==> src/rtl/result_byte_serializer_if.sv <==
// Element-in / byte-out bundle for result_byte_serializer.
// slave is the serializer's view; master is the view of whatever drives it.
interface result_byte_serializer_if #(
  parameter int WIDTH = 16,
  parameter int DEPTH = 8
);
  logic [WIDTH-1:0]         in_data;
  logic                     in_valid;
  logic                     in_ready;
  logic [7:0]               tx_data;
  logic                     tx_start;
  logic                     tx_busy;
  logic                     frame_done;
  logic [$clog2(DEPTH):0]   fifo_count;

  modport master (
    output in_data, in_valid, tx_busy,
    input  in_ready, tx_data, tx_start, frame_done, fifo_count
  );

  modport slave (
    input  in_data, in_valid, tx_busy,
    output in_ready, tx_data, tx_start, frame_done, fifo_count
  );
endinterface

==> src/rtl/result_byte_serializer.sv <==
// Buffers WIDTH-bit elements in a FIFO and feeds them MSB-byte-first to a UART TX.
// Define SERIALIZER_CHECKSUM_EN to append an XOR checksum byte after each frame.
module result_byte_serializer #(
  parameter int WIDTH     = 16,
  parameter int DEPTH     = 8,
  parameter int FRAME_LEN = 9
) (
  input  logic                   clk,
  input  logic                   rst,
  result_byte_serializer_if.slave bus
);
  localparam int BYTES  = WIDTH / 8;
  localparam int PTR_W  = $clog2(DEPTH);
  localparam int CNT_W  = PTR_W + 1;
  localparam int BIDX_W = (BYTES > 1) ? $clog2(BYTES) : 1;
  localparam int ECNT_W = (FRAME_LEN > 1) ? $clog2(FRAME_LEN) : 1;

  typedef enum logic [2:0] {
    S_IDLE, S_SEND, S_WAIT_ACK, S_WAIT_DONE
`ifdef SERIALIZER_CHECKSUM_EN
    , S_CSUM, S_CK_ACK, S_CK_DONE
`endif
  } state_e;

  logic [WIDTH-1:0]  mem_q [DEPTH];
  logic [PTR_W-1:0]  wr_ptr_q, rd_ptr_q;
  logic [CNT_W-1:0]  count_q, count_d;
  logic              push, pop;

  state_e            state_q, state_d;
  logic [WIDTH-1:0]  shift_q, shift_d;
  logic [BIDX_W-1:0] byte_idx_q, byte_idx_d;
  logic [ECNT_W-1:0] elem_cnt_q, elem_cnt_d;
  logic [7:0]        tx_data_q, tx_data_d;
  logic              tx_start_q, tx_start_d;
  logic              frame_done_q, frame_done_d;
`ifdef SERIALIZER_CHECKSUM_EN
  logic [7:0]        csum_q, csum_d;
`endif

  logic [7:0]        top_byte;
  logic              last_byte, last_elem;

  // A full FIFO refuses input even when a pop frees a slot that cycle.
  assign bus.in_ready = (count_q != CNT_W'(DEPTH));
  assign push         = bus.in_valid && bus.in_ready;
  assign pop          = (state_q == S_IDLE) && (count_q != '0);

  assign top_byte  = shift_q[WIDTH-1 -: 8];
  assign last_byte = (byte_idx_q == BIDX_W'(BYTES - 1));
  assign last_elem = (elem_cnt_q == ECNT_W'(FRAME_LEN - 1));

  always_comb begin
    count_d = count_q;
    case ({push, pop})
      2'b10:   count_d = count_q + CNT_W'(1);
      2'b01:   count_d = count_q - CNT_W'(1);
      default: ;
    endcase
  end

  always_ff @(posedge clk) begin
    if (rst) begin
      wr_ptr_q <= '0;
      rd_ptr_q <= '0;
      count_q  <= '0;
    end else begin
      if (push) wr_ptr_q <= wr_ptr_q + PTR_W'(1);
      if (pop)  rd_ptr_q <= rd_ptr_q + PTR_W'(1);
      count_q <= count_d;
    end
  end

  always_ff @(posedge clk) begin
    if (push) mem_q[wr_ptr_q] <= bus.in_data;
  end

  always_ff @(posedge clk) begin
    if (rst) begin
      state_q      <= S_IDLE;
      byte_idx_q   <= '0;
      elem_cnt_q   <= '0;
      tx_data_q    <= 8'h00;
      tx_start_q   <= 1'b0;
      frame_done_q <= 1'b0;
`ifdef SERIALIZER_CHECKSUM_EN
      csum_q       <= 8'h00;
`endif
    end else begin
      state_q      <= state_d;
      byte_idx_q   <= byte_idx_d;
      elem_cnt_q   <= elem_cnt_d;
      tx_data_q    <= tx_data_d;
      tx_start_q   <= tx_start_d;
      frame_done_q <= frame_done_d;
`ifdef SERIALIZER_CHECKSUM_EN
      csum_q       <= csum_d;
`endif
    end
  end

  always_ff @(posedge clk) begin
    shift_q <= shift_d;
  end

  always_comb begin
    state_d = state_q;
    unique case (state_q)
      S_IDLE:      if (count_q != '0) state_d = S_SEND;
      S_SEND:      state_d = S_WAIT_ACK;
      S_WAIT_ACK:  if (bus.tx_busy) state_d = S_WAIT_DONE;
      S_WAIT_DONE: begin
        if (!bus.tx_busy) begin
          if (!last_byte)      state_d = S_SEND;
          else if (!last_elem) state_d = S_IDLE;
          else begin
`ifdef SERIALIZER_CHECKSUM_EN
            state_d = S_CSUM;
`else
            state_d = S_IDLE;
`endif
          end
        end
      end
`ifdef SERIALIZER_CHECKSUM_EN
      S_CSUM:      state_d = S_CK_ACK;
      S_CK_ACK:    if (bus.tx_busy) state_d = S_CK_DONE;
      S_CK_DONE:   if (!bus.tx_busy) state_d = S_IDLE;
`endif
      default:     state_d = S_IDLE;
    endcase
  end

  // tx_start/tx_data are registered, so the request appears the cycle after SEND.
  always_comb begin
    shift_d      = shift_q;
    byte_idx_d   = byte_idx_q;
    elem_cnt_d   = elem_cnt_q;
    tx_data_d    = tx_data_q;
    tx_start_d   = 1'b0;
    frame_done_d = 1'b0;
`ifdef SERIALIZER_CHECKSUM_EN
    csum_d       = csum_q;
`endif
    unique case (state_q)
      S_IDLE: begin
        if (pop) begin
          shift_d    = mem_q[rd_ptr_q];
          byte_idx_d = '0;
        end
      end
      S_SEND: begin
        tx_data_d  = top_byte;
        tx_start_d = 1'b1;
`ifdef SERIALIZER_CHECKSUM_EN
        csum_d     = csum_q ^ top_byte;
`endif
      end
      S_WAIT_DONE: begin
        if (!bus.tx_busy) begin
          if (!last_byte) begin
            shift_d    = shift_q << 8;
            byte_idx_d = byte_idx_q + BIDX_W'(1);
          end else if (!last_elem) begin
            elem_cnt_d = elem_cnt_q + ECNT_W'(1);
          end else begin
`ifndef SERIALIZER_CHECKSUM_EN
            frame_done_d = 1'b1;
            elem_cnt_d   = '0;
`endif
          end
        end
      end
`ifdef SERIALIZER_CHECKSUM_EN
      S_CSUM: begin
        tx_data_d  = csum_q;
        tx_start_d = 1'b1;
      end
      S_CK_DONE: begin
        if (!bus.tx_busy) begin
          frame_done_d = 1'b1;
          csum_d       = 8'h00;
          elem_cnt_d   = '0;
        end
      end
`endif
      default: ;
    endcase
  end

  assign bus.tx_data    = tx_data_q;
  assign bus.tx_start   = tx_start_q;
  assign bus.frame_done = frame_done_q;
  assign bus.fifo_count = count_q;
endmodule

==> src/flat_wrapper.sv <==
// flat-port wrapper written by rule: the top's interface ports become plain ports
module result_byte_serializer_flat 
#(
  parameter int WIDTH     = 16,
  parameter int DEPTH     = 8,
  parameter int FRAME_LEN = 9
)
  (clk, rst, bus_in_data, bus_in_valid, bus_tx_busy, bus_in_ready, bus_tx_data, bus_tx_start, bus_frame_done, bus_fifo_count);
  result_byte_serializer_if #(.WIDTH(WIDTH), .DEPTH(DEPTH)) bus_i ();
  input  logic clk;
  input  logic rst;
  input wire logic [$bits(bus_i.in_data)-1:0] bus_in_data;
  input wire logic [$bits(bus_i.in_valid)-1:0] bus_in_valid;
  input wire logic [$bits(bus_i.tx_busy)-1:0] bus_tx_busy;
  output wire logic [$bits(bus_i.in_ready)-1:0] bus_in_ready;
  output wire logic [$bits(bus_i.tx_data)-1:0] bus_tx_data;
  output wire logic [$bits(bus_i.tx_start)-1:0] bus_tx_start;
  output wire logic [$bits(bus_i.frame_done)-1:0] bus_frame_done;
  output wire logic [$bits(bus_i.fifo_count)-1:0] bus_fifo_count;
  assign bus_i.in_data = bus_in_data;
  assign bus_i.in_valid = bus_in_valid;
  assign bus_i.tx_busy = bus_tx_busy;
  assign bus_in_ready = bus_i.in_ready;
  assign bus_tx_data = bus_i.tx_data;
  assign bus_tx_start = bus_i.tx_start;
  assign bus_frame_done = bus_i.frame_done;
  assign bus_fifo_count = bus_i.fifo_count;
  result_byte_serializer #(.WIDTH(WIDTH), .DEPTH(DEPTH), .FRAME_LEN(FRAME_LEN)) u_core (.clk(clk), .rst(rst), .bus(bus_i));
endmodule
==> config.mk <==
export PLATFORM = sky130hd
export DESIGN_NAME = result_byte_serializer_flat
export DESIGN_NICKNAME = d
export VERILOG_FILES = /design/src/rtl/result_byte_serializer_if.sv /design/src/rtl/result_byte_serializer.sv /design/src/flat_wrapper.sv
export SDC_FILE = /design/constraint.sdc
export NUM_CORES = 1
export LEC_CHECK = 0
export BUFFER_PORTS_ARGS = -buffer_cell sky130_fd_sc_hd__buf_2
export CAP_MARGIN = 30
export CORE_UTILIZATION = 51
export DETAILED_ROUTE_END_ITERATION = 8
export GPL_TIMING_DRIVEN = 0
export PLACE_DENSITY = 0.68
export SETUP_SLACK_MARGIN = 0.05
export SLEW_MARGIN = 20
export SYNTH_ARGS = -nofsm -noshare
export SYNTH_HDL_FRONTEND = slang
export SYNTH_SLANG_ARGS = --single-unit
export TNS_END_PERCENT = 5
==> constraint.sdc <==
create_clock -name clk -period 8.5 [get_ports clk]
set_input_delay 0.85 -clock clk [delete_from_list [all_inputs] [get_ports clk]]
set_output_delay 0.85 -clock clk [all_outputs]
set_load 0.02 [all_outputs]
Word-level counts from Yosys, hierarchy flattened --
Memory sizes are Yosys's and may differ from the RTL's. A register that Yosys moved wholly into a read port is not among the register bits. Index checks and enable logic that the tools add are counted.
Operators by class: add/sub/neg operators 6, eq/ne operators 12, multiplexer cells 21, bitwise operators 3, reductions and logical operators 11
Operators with widths (count):
- $mux 16 | 3
- $pmux 16 s2 | 1
- $mux 3 | 5
- $pmux 3 s4 | 1
- $reduce_and 3->1 | 3
- $add 4x1->4 const B | 2
- $mux 1 | 8
- $ne 2x2->1 const B | 4
- $pmux 4 s2 | 1
- $add 3x1->3 const B | 2
- $eq 3x2->1 const B | 2
- $eq 4x4->1 const B | 1
- $mux 4 | 1
- $ne 4x4->1 const B | 1
- $reduce_and 4->1 | 1
- $reduce_bool 2->1 | 2
- $reduce_bool 4->1 | 1
- $reduce_or 4->1 | 1
- $sub 4x1->4 const B | 1
- $eq 3x1->1 const B | 1
- $logic_not 3->1 | 1
- $not 1->1 | 3
- $eq 2x1->1 const B | 1
- $eq 2x2->1 const B | 1
- 4 further kinds | 5
Word-level totals: register bits after elaboration 44, RAM bits 128, bits of input ports 20, output and inout port bits 15, memories 1
Memory list:
- u_core.mem_q | words 8, width 16, read ports 1, clocked after Yosys merged registers in 1, wr ports 1, line result_byte_serializer.sv:25 | logic [WIDTH-1:0] mem_q [DEPTH];

Longest topological paths before layout --
Gate-level depths: netlist of the first run.
depth in word-level cells 4, gate-level depth with buffers 11, mapped depth without buffers 11

Least setup slack after synthesis of the first run --
OpenSTA, ideal clock, no wires.
path type flip-flop to flip-flop, start register u_core.count_q[0] (netlist: u_core.bus.fifo_count[0]), end memory u_core.mem_q[0][0] (enable), setup time 430 ps, arrival 2529 ps, setup slack 5541 ps, cell stages (with the launch flop) 5, path buffers 1, clock period less this slack 2959 ps, cell sequence dfxtp_1 -> or4b_4 -> buf_6 -> nand2_8 -> nor4_1
Between the ends: cells in the longest elaborated chain, start to end 4
Ends and longest elaborated chain:
- from (decl) | line result_byte_serializer.sv:27 | logic [CNT_W-1:0] count_q, count_d;
- from (signal assigned) | line result_byte_serializer.sv:70 | count_q <= count_d;
- $ne 4x4->1 | line result_byte_serializer.sv:45 | assign bus.in_ready = (count_q != CNT_W'(DEPTH));
- named net bus_in_ready | line flat_wrapper.sv:15 | output wire logic [$bits(bus_i.in_ready)-1:0] bus_in_ready;
- $logic_and 1x1->1 | line result_byte_serializer.sv:46 | assign push = bus.in_valid && bus.in_ready;
- $mux 1 | line result_byte_serializer.sv:75 | if (push) mem_q[wr_ptr_q] <= bus.in_data;
- $mux 1 (not written as such) | line result_byte_serializer.sv:75
- to (decl) | line result_byte_serializer.sv:25
The timed path passes the listed nets, and every way through them passes these cells.

Worst setup path after layout of the first run --
start register u_core.count_q[1] (netlist: u_core.bus.fifo_count[1]), end register u_core.count_q[3] (netlist: u_core.bus.fifo_count[3])
Between the ends: cells in the longest elaborated chain, start to end 4, elaborated cells between the ends (all ways) 10
Ends and longest elaborated chain:
- $ne 4x4->1 or $reduce_bool 4->1 (tied branches) | line result_byte_serializer.sv:45, result_byte_serializer.sv:47
- $logic_and 1x1->1, on equally long branches | line result_byte_serializer.sv:46, result_byte_serializer.sv:47
- $eq 2x1->1 or $eq 2x2->1 (tied branches) | line result_byte_serializer.sv:55 | case ({push, pop})
- $pmux 4 s2 or $reduce_bool 2->1 (tied branches)
Several ways; a longest one is shown, not always the timed one. A chain may end at the register's enable or synchronous reset.

==> results.sh, run 1 <==
export IMPL_cts_max_level=4
export IMPL_rows=42
export IMPL_routed_wl_um=13050
export IMPL_antenna_cells=0
export IMPL_via_per_inst=5.518
export IMPL_wl_per_cell_um=19.42
export IMPL_syn_nets=445
export IMPL_r2r_slack_ps=5810
export IMPL_synth_seq_area_share_pct=71.23
export IMPL_dp_cells=640
export IMPL_required_ps=8820
export IMPL_path_class="flip-flop to flip-flop"
export IMPL_die_area_sq_mm=0.01403
export IMPL_core_area_sq_mm=0.01324
export IMPL_crit_path_end_kind="flip-flop"
export IMPL_area_delta_synth_final_pct=16.94
export IMPL_synth_ff_type="edfxtp_1"
export IMPL_ir_worst_vdd_mv=0.1597
export IMPL_cts_inserted_buffers=17
export IMPL_async_reset_ff_share_pct=0
export IMPL_antenna_left=0
export IMPL_start_util_pct=52.21
export IMPL_setup_tns_ps=0
export IMPL_nFillCells=1001
export IMPL_fmax_mhz=371.5
export IMPL_hold_violations=0
export IMPL_io_pins=35
export IMPL_cts_sinks=174
export IMPL_grt_pass1_vias=3717
export IMPL_cp_max_fo=8
export IMPL_ys_warnings_count=0
export IMPL_final_nets=514
export IMPL_power_density_mw_per_mm2=311.0
export IMPL_fin_util_pct=61.05
export IMPL_finalNonFillerCells=672
export IMPL_clk_pin_slew_ps=60
export IMPL_status="finished, final reports clean"
export IMPL_die_y_um=118.4
export IMPL_fin_crit_ps=2692
export IMPL_place_gp_congestion=0.7710
export IMPL_drv_slew=0
export IMPL_maxSlewHeadroom_pct=44.23
export IMPL_setup_violations=0
export IMPL_grt_max_degree=17
export IMPL_clkLatencyLatePin_ps=420
export IMPL_leakagePower_nw=2.803
export IMPL_finalCritPeriodShare_pct=31.67
export IMPL_synth_area_sq_mm=0.006914
export IMPL_die_w_um=118.4
export IMPL_cts_hold_buffers=0
export IMPL_portBuffers=34
export IMPL_clockBufferDepth=2
export IMPL_maxCapViolCount=0
export IMPL_synth_edf_count=144
export IMPL_clock_skew_ps=8.536
export IMPL_cts_tree="built"
export IMPL_rsz0062_at_grt="no"
export IMPL_post_cts_buffers=0
export IMPL_dp_hpwl_um=8914
export IMPL_syn_inst=414
export IMPL_grt_overflow_total=0
export IMPL_cp_arrival_ps=3010
export IMPL_worstHoldPathType="flip-flop to flip-flop"
export IMPL_layout_drive_gt1_share_pct=27.62
export IMPL_worstMarginPinSlew_ps=833.5
export IMPL_cp_start_kind="flip-flop"
export IMPL_synth_seq_cells=174
export IMPL_cts_resized=0
export IMPL_track_usage_pct=20.12
export IMPL_root_buffer="clkbuf_16"
export IMPL_vias=3708
export IMPL_antenna_found_initial=0
export IMPL_syn_area_per_cell_sq_um=16.70
export IMPL_dr_pass1_iters=6
export IMPL_drt_initial_drc_count=297
export IMPL_grt_first_pass_wirelength_um=20440
export IMPL_ys_types=44
export IMPL_drc=0
layer usage:
metal	up-vias	track usage [%]	wire length, um
li1	1732	-	-
met1	1860	26.56	5795
met2	92	32.43	6402
met3	24	4.344	546
met4	0	8.544	305
met5	-	0	0
cell families after synthesis:
family,count (synthesis),share of synthesized area (%)
DFF,174,71.23
and+or+nand+nor,85,6.460
muxes,69,13.19
AOI/OAI and AO/OA,42,3.981
buffers and inverters,26,2.153
adders and majority gates,11,1.991
xor gates and xnor gates,7,0.9954
path summary, 6_finish.rpt:
| path | start | end | cells after the start |
|---|---|---|---|
| max | u_core.bus.fifo_count[1] | u_core.bus.fifo_count[3] | 10 |
| max reg2reg | u_core.bus.fifo_count[1] | u_core.bus.fifo_count[3] | 10 |
| min reg2reg | u_core.elem_cnt_q[3] | u_core.elem_cnt_q[3] | 2 |
| min | u_core.elem_cnt_q[3] | u_core.elem_cnt_q[3] | 2 |
layout by cell type (no fill, tap or decap), types with 3 or more instances in the layout:
| cell | n |
|---|---|
| clkinv_1 | 6 |
| clkbuf_16 | 17 |
| a22oi_1 | 5 |
| xor2_1 | 5 |
| o21ai_0 | 4 |
| o221ai_1 | 5 |
| mux2i_1 | 36 |
| clkbuf_1 | 9 |
| nand2_1 | 17 |
| dfxtp_1 | 30 |
| a221o_1 | 3 |
| o22ai_1 | 3 |
| nand2b_1 | 6 |
| or3_1 | 3 |
| nor2_2 | 3 |
| edfxtp_1 | 144 |
| a21oi_1 | 7 |
| inv_1 | 5 |
| buf_4 | 11 |
| nor2_1 | 30 |
| nor2b_1 | 5 |
| nand3_1 | 3 |
| o21ai_1 | 9 |
| bufinv_16 | 4 |
| buf_6 | 8 |
| nand3b_1 | 3 |
| buf_2 | 41 |
| nor3_2 | 4 |
| ha_1 | 11 |
| mux4_2 | 16 |
| mux2_2 | 17 |
metrics by stage:
stage	total power, mW	hold WS, ps	setup WS, ps	instance area, sq um
floorplan	1.556	440.5	5541	6914
global placement	1.707	456.0	3681	7305
detailed placement	1.746	462.8	5835	7483
CTS	2.535	473.2	5786	8085
global route	2.619	512.1	5612	8085
finish	2.515	473.8	5808	8085
flip-flops by register name, indices dropped and copies added, names as in the netlist, named ones only:
| register | cells |
|---|---|
| u_core.bus.frame_done | 1 |
| u_core.byte_idx_q | 1 |
| u_core.bus.fifo_count | 4 |
| u_core.bus.tx_start | 1 |
| u_core.state_q | 2 |
| u_core.wr_ptr_q | 3 |
| u_core.shift_q | 16 |
| u_core.mem_q | 128 |
| u_core.elem_cnt_q | 4 |
| u_core.bus.tx_data | 8 |
| u_core.rd_ptr_q | 3 |
layout make-up:
| class | count | area, sq um | share of cell area (%) |
|---|---|---|---|
| clock buffers | 18 | 429.2 | 5.308 |
| multi-input cells | 214 | 1878 | 23.23 |
| well taps | 176 | 220.2 | 2.724 |
| flip-flops and latches | 174 | 4925 | 60.91 |
| plain buffers | 20 | 126.4 | 1.563 |
| repair buffers | 50 | 311.5 | 3.853 |
| clock inverters | 14 | 172.7 | 2.136 |
| inverters | 6 | 22.52 | 0.2786 |
Yosys cell counts (all sizes together), types with 6 or more instances:
cell      n  area share (%)
edfxtp  144              63
mux2i    36             5.2
nor2     33             1.8
dfxtp    30             8.7
nand2    19             1.4
mux2     17             2.8
mux4     16             5.2
o21ai    13            0.94
buf      12             1.4
ha       11             2.0
a21oi     9            0.71
clkbuf    8            0.43
inv       6            0.33
nand2b    6            0.54
xor2      6            0.87
critical path, stage by stage, from the launching register on:
cell      delay (ps)
dfxtp_1          320
buf_6            130
nor4_2           460
nand2b_1         230
inv_2             80
ha_1             260
clkbuf_1         190
nor4b_1          370
o21ai_1           90
o31ai_1           80
mux2_2           360
where the power goes:
part           switching (mW)  internal [mW]
Combinational           0.347          0.256
Sequential             0.0536           1.07
Clock                   0.302          0.486
Total                   0.703           1.81
(Power assumes the default switching activity.)
==> run 2: changes to the inputs <==
Settings changed: PLACE_DENSITY 0.68 to 0.71.
Clock period 8.5 ns to 2.3 ns, I/O delays scaled along.
==> run 2 against run 1 <==
Compared with the run above: total power grew to 3.8 times the previous value; combinational power grew to 4.1 times the previous value; sequential power grew to 3.7 times the previous value; flip-flop and latch count stayed put; final cell count is 0.45% higher; register-to-register slack worse by 5800 ps; routed wire length is 1.7% lower; critical endpoint is now u_core.bus.fifo_count[2]; cell area is 2.0% higher; clock skew is 1.3 ps lower.
==> results.sh, run 2 (synthesis results as in run 1) <==
export IMPL_antenna_cells=0
export IMPL_place_area_sq_mm=0.007500
export IMPL_fmax_mhz=438.5
export IMPL_start_util_pct=52.21
export IMPL_path_class="flip-flop to flip-flop"
export IMPL_portBuffers=34
export IMPL_cts_tree="built"
export IMPL_critical_path_buf_inv_count=0
export IMPL_final_common_cell="edfxtp_1"
export IMPL_cts_sinks=174
export IMPL_finalCritPeriodShare_pct=99.14
export IMPL_drt_initial_drc_count=313
export IMPL_cp_max_fo=5
export IMPL_worstHoldPathType="input port to flip-flop"
export IMPL_antenna_left=0
export IMPL_root_buffer="clkbuf_16"
export IMPL_setup_tns_ps=0
export IMPL_cp_arrival_ps=2640
export IMPL_dp_hpwl_um=8751
export IMPL_place_gp_congestion=0.7501
export IMPL_cts_inserted_buffers=17
export IMPL_mostFrequentLayoutCells="edfxtp_1 (144), buf_2 (39), mux2i_1 (36), nor2_1 (30), dfxtp_1 (25)"
export IMPL_r2r_slack_ps=20
export IMPL_wl_met2_um=6568
export IMPL_ir_worst_vdd_mv=0.7224
export IMPL_die_y_um=118.4
export IMPL_routed_wl_um=12830
export IMPL_grt_first_pass_wirelength_um=20000
export IMPL_crit_path_end_kind="flip-flop"
export IMPL_area_delta_synth_final_pct=19.31
export IMPL_fin_crit_ps=2280
export IMPL_drt_met1_wl_um=5422
export IMPL_cts_max_level=4
export IMPL_slowest_stage="or4b_4"
export IMPL_maxSlewHeadroom_pct=55.44
export IMPL_top_layer="met4"
export IMPL_largest_reg_flops=128
export IMPL_drv_slew=0
export IMPL_maxCapViolCount=0
export IMPL_final_nets=517
export IMPL_io_pins=35
export IMPL_drc=0
export IMPL_rows=42
export IMPL_die_w_um=118.4
export IMPL_clk_pin_slew_ps=60
export IMPL_die_area_sq_mm=0.01403
export IMPL_status="finished, final reports clean"
export IMPL_rsz0062_at_grt="yes"
export IMPL_wl_per_cell_um=19.01
export IMPL_clock_skew_ps=7.259
export IMPL_setup_violations=0
export IMPL_dr_pass1_iters=4
export IMPL_via_per_inst=5.556
export IMPL_core_area_sq_mm=0.01324
export IMPL_max_stage_delay_ps=590
export IMPL_hold_violations=0
export IMPL_layout_drive_gt1_share_pct=31.26
export IMPL_grt_pass1_vias=3695
export IMPL_grt_max_degree=17
export IMPL_required_ps=2660
export IMPL_cp_start_kind="flip-flop"
export IMPL_clkLatencyLatePin_ps=430
export IMPL_grt_overflow_total=0
export IMPL_leakagePower_nw=2.841
export IMPL_worstMarginPinSlew_ps=663.4
export IMPL_finalNonFillerCells=675
export IMPL_wl_met3_um=683
export IMPL_crit_family="simple AND/OR/NAND/NOR gates"
export IMPL_antenna_found_initial=0
export IMPL_track_usage_pct=19.67
export IMPL_power_density_mw_per_mm2=1158
export IMPL_clockBufferDepth=2
export IMPL_vias=3750
export IMPL_dp_cells=637
export IMPL_path_cells="or4b_4 -> nand2_8 -> ha_4 -> xor2_1 -> ha_1 -> a21oi_1 -> xor2_1 -> or3_1 -> a21oi_1"
export IMPL_regMostFlops="u_core.mem_q"
export IMPL_final_cell_area_sq_mm=0.008249
export IMPL_power_mw=9.551
## run 2: worst paths after layout
check,start,end,cells after the start
worst max-delay path,u_core.bus.fifo_count[0],u_core.bus.fifo_count[2],9
worst min-delay path,bus_in_data[13],u_core.mem_q[2][13],1
worst max register to register,u_core.bus.fifo_count[0],u_core.bus.fifo_count[2],9
worst min register to register,u_core.elem_cnt_q[3],u_core.elem_cnt_q[3],2
## run 2: repair_timing
item / 4_1_cts / 5_1_grt
hold buffers: 0 / 0
endpoints found under the setup margin: 3 / 39
endpoints found under the hold margin: 0 / 0
resized for setup: 14 / 9
buffers inserted: 8 / 1
pin swaps: 7 / 4
## run 2: where the power goes
group          internal [mW]  switching [mW]
combinational           1.11            1.34
clock                   1.79            1.12
sequential              3.97           0.222
total                   6.87            2.68
## run 2: per-stage QoR
step                      hold WS (ps)  setup slack, ps  utilization, %
after floorplan                  328.9           -255.6               -
after global placement           452.3            -1226           55.30
after detailed placement         467.0           -316.8           56.63
after CTS                        58.69           -66.03           62.06
after global routing             73.31           -86.31           62.29
final                            69.06            19.72           62.29
## run 2: final cells by class
cell class	instances	area, sq um
buffer	17	100.1
clock buffer	17	425.4
clock inverter	15	176.4
fill	982	4994
inverter	6	22.52
multi-input combinational	214	1996
sequential	174	4936
tap	176	220.2
timing repair buffer	56	372.9
## run 2: per-layer routing
metal  GRT usage, %  vias up
met5              0        -
met4          7.041        0
met3          5.212       20
met2          32.94       93
met1          24.75     1902
li1               -     1735
==> run 3: changes to the inputs <==
Settings changed: CORE_UTILIZATION 51 to 55, PLACE_DENSITY 0.71 to 0.76.
==> run 3 against run 2 <==
Compared with the run above: the run now ends with negative setup slack left; via count is 0.35% higher; clock skew is 1.0 ps higher; sequential share of layout area is 0.41 points higher; flip-flop and latch count stayed put; cell area is 0.71% lower; register-to-register slack worse by 30 ps; clock power is 11% lower; core utilization is 5.3 points higher; die area is 7.2% lower; sequential power hardly changed; final cell count is 0.89% lower; critical endpoint unchanged; highest routed layer unchanged.
==> results.sh, run 3 (synthesis results as in run 1) <==
export IMPL_required_ps=2650
export IMPL_vias=3763
export IMPL_via_per_inst=5.625
export IMPL_cts_max_level=4
export IMPL_finalNonFillerCells=669
export IMPL_p_int_mw=6.630
export IMPL_die_w_um=114.1
export IMPL_crit_path_end_kind="flip-flop"
export IMPL_maxSlewHeadroom_pct=43.71
export IMPL_dp_cells=627
export IMPL_antenna_left=0
export IMPL_finalCritPeriodShare_pct=100.3
export IMPL_root_buffer="clkbuf_16"
export IMPL_final_nets=520
export IMPL_io_pins=35
export IMPL_power_frac_seq_pct=44.7
export IMPL_rsz0062_at_grt="yes"
export IMPL_nFillCells=812
export IMPL_fin_crit_ps=2307
export IMPL_p_clk_share_pct=27.8
export IMPL_start_util_pct=57.09
export IMPL_mostFrequentLayoutCells="edfxtp_1 (144), buf_2 (39), mux2i_1 (36), nor2_1 (30), dfxtp_1 (26)"
export IMPL_clock_skew_ps=8.281
export IMPL_hold_ws_ps=74.27
export IMPL_hold_violations=0
export IMPL_antenna_found_initial=0
export IMPL_rows=40
export IMPL_status="complete, but fails checks"
export IMPL_clk_pin_slew_ps=60
export IMPL_grt_max_degree=17
export IMPL_layout_drive_gt1_share_pct=31.74
export IMPL_grt_first_pass_wirelength_um=20620
export IMPL_worstHoldPathType="input port to flip-flop"
export IMPL_dr_pass1_iters=5
export IMPL_fmax_mhz=433.4
export IMPL_worstMarginPinSlew_ps=844.4
export IMPL_track_usage_pct=22.19
export IMPL_antenna_cells=0
export IMPL_clockBufferDepth=2
export IMPL_power_frac_comb_pct=27.6
export IMPL_drv_slew=0
export IMPL_path_class="flip-flop to flip-flop"
export IMPL_core_area_sq_mm=0.01211
export IMPL_maxCapViolCount=0
export IMPL_final_common_cell="edfxtp_1"
export IMPL_portBuffers=34
export IMPL_switching_share_pct=29.00
export IMPL_cp_arrival_ps=2660
export IMPL_grt_overflow_total=0
export IMPL_wl_per_cell_um=19.37
export IMPL_cts_tree="built"
export IMPL_p_switching_mw=2.709
export IMPL_leakagePower_nw=2.817
export IMPL_largest_reg_flops=128
export IMPL_dp_hpwl_um=8535
export IMPL_setup_violations=1
export IMPL_routed_wl_um=12960
export IMPL_clkLatencyLatePin_ps=420
export IMPL_ir_worst_vdd_mv=0.6419
export IMPL_die_y_um=114.1
export IMPL_power_mw=9.338
export IMPL_violations="negative setup slack"
export IMPL_place_gp_congestion=0.7650
export IMPL_cts_hold_buffers=0
export IMPL_regMostFlops="u_core.mem_q"
export IMPL_setup_slack_ps=-7.085
export IMPL_cp_max_fo=4
export IMPL_drc=0
export IMPL_grt_pass1_vias=3896
export IMPL_cts_sinks=174
export IMPL_drt_initial_drc_count=292
export IMPL_power_density_mw_per_mm2=1140
export IMPL_cp_start_kind="flip-flop"
export IMPL_area_delta_synth_final_pct=18.46
export IMPL_cts_inserted_buffers=17
export IMPL_die_area_sq_mm=0.01302
-- run 3: through the flow --
step                      TNS (ps)  cell area (sq um)  worst slack (ps)  util [%]
final                       -7.085               8190            -7.085     67.62
after global routing         -1283               8190            -86.79     67.62
after CTS                   -39.81               8169            -39.81     67.45
after detailed placement    -585.0               7475            -329.9     61.71
after global placement     -100010               7313             -1263     60.38
after floorplan             -12050               6933            -255.6         -
-- run 3: worst paths after layout --
kind         slack [ps]  depth (start not counted)                        to                     start
min reg2reg         470                          2      u_core.elem_cnt_q[3]      u_core.elem_cnt_q[3]
max                  -7                          9  u_core.bus.fifo_count[2]  u_core.bus.fifo_count[1]
min                  70                          1        u_core.mem_q[1][3]            bus_in_data[3]
max reg2reg          -7                          9  u_core.bus.fifo_count[2]  u_core.bus.fifo_count[1]
-- run 3: cell type report --
cell class	instances	area, sq um	area share, %
Sequential cell	174	4935	60.25
Multi-Input combinational cell	214	1976	24.12
Clock buffer	19	432.9	5.286
Timing Repair Buffer	59	411.6	5.026
Tap cell	168	210.2	2.566
Buffer	17	100.1	1.222
Clock inverter	12	97.59	1.192
Inverter	6	27.53	0.3361
-- run 3: power groups by stage --
| stage | logic, mW | clock network, mW | registers (mW) |
|---|---|---|---|
| 3_5_place_dp | 2.19 | 0 | 4.22 |
| 2_1_floorplan | 1.50 | 0 | 4.27 |
| 4_1_cts | 2.52 | 2.62 | 4.17 |
| 3_3_place_gp | 2.06 | 0 | 4.21 |
| 5_1_grt | 2.80 | 2.75 | 4.22 |
| 6_report | 2.57 | 2.59 | 4.17 |
-- run 3: metal layers --
metal	GRT usage, %	vias to the layer above	routed length (um)
met3	6.988	10	661
met2	36.36	100	6754
met5	0	-	0
li1	-	1744	-
met4	8.745	0	119
met1	27.68	1909	5421
-- run 3: timing repair --
action	4_1_cts	5_1_grt
setup buffers	12	2
resized for setup	16	7
gates cloned	0	0
pin swaps	9	7
setup endpoints to repair	2	28
-- run 3: critical path, cell delays in order, from the launching register on --
cell	delay, ps
dfxtp_4	350
or4b_4	580
nand2_8	110
ha_4	140
xor2_2	130
ha_2	190
a21oi_2	40
xor2_1	160
or3_1	380
a21oi_2	140
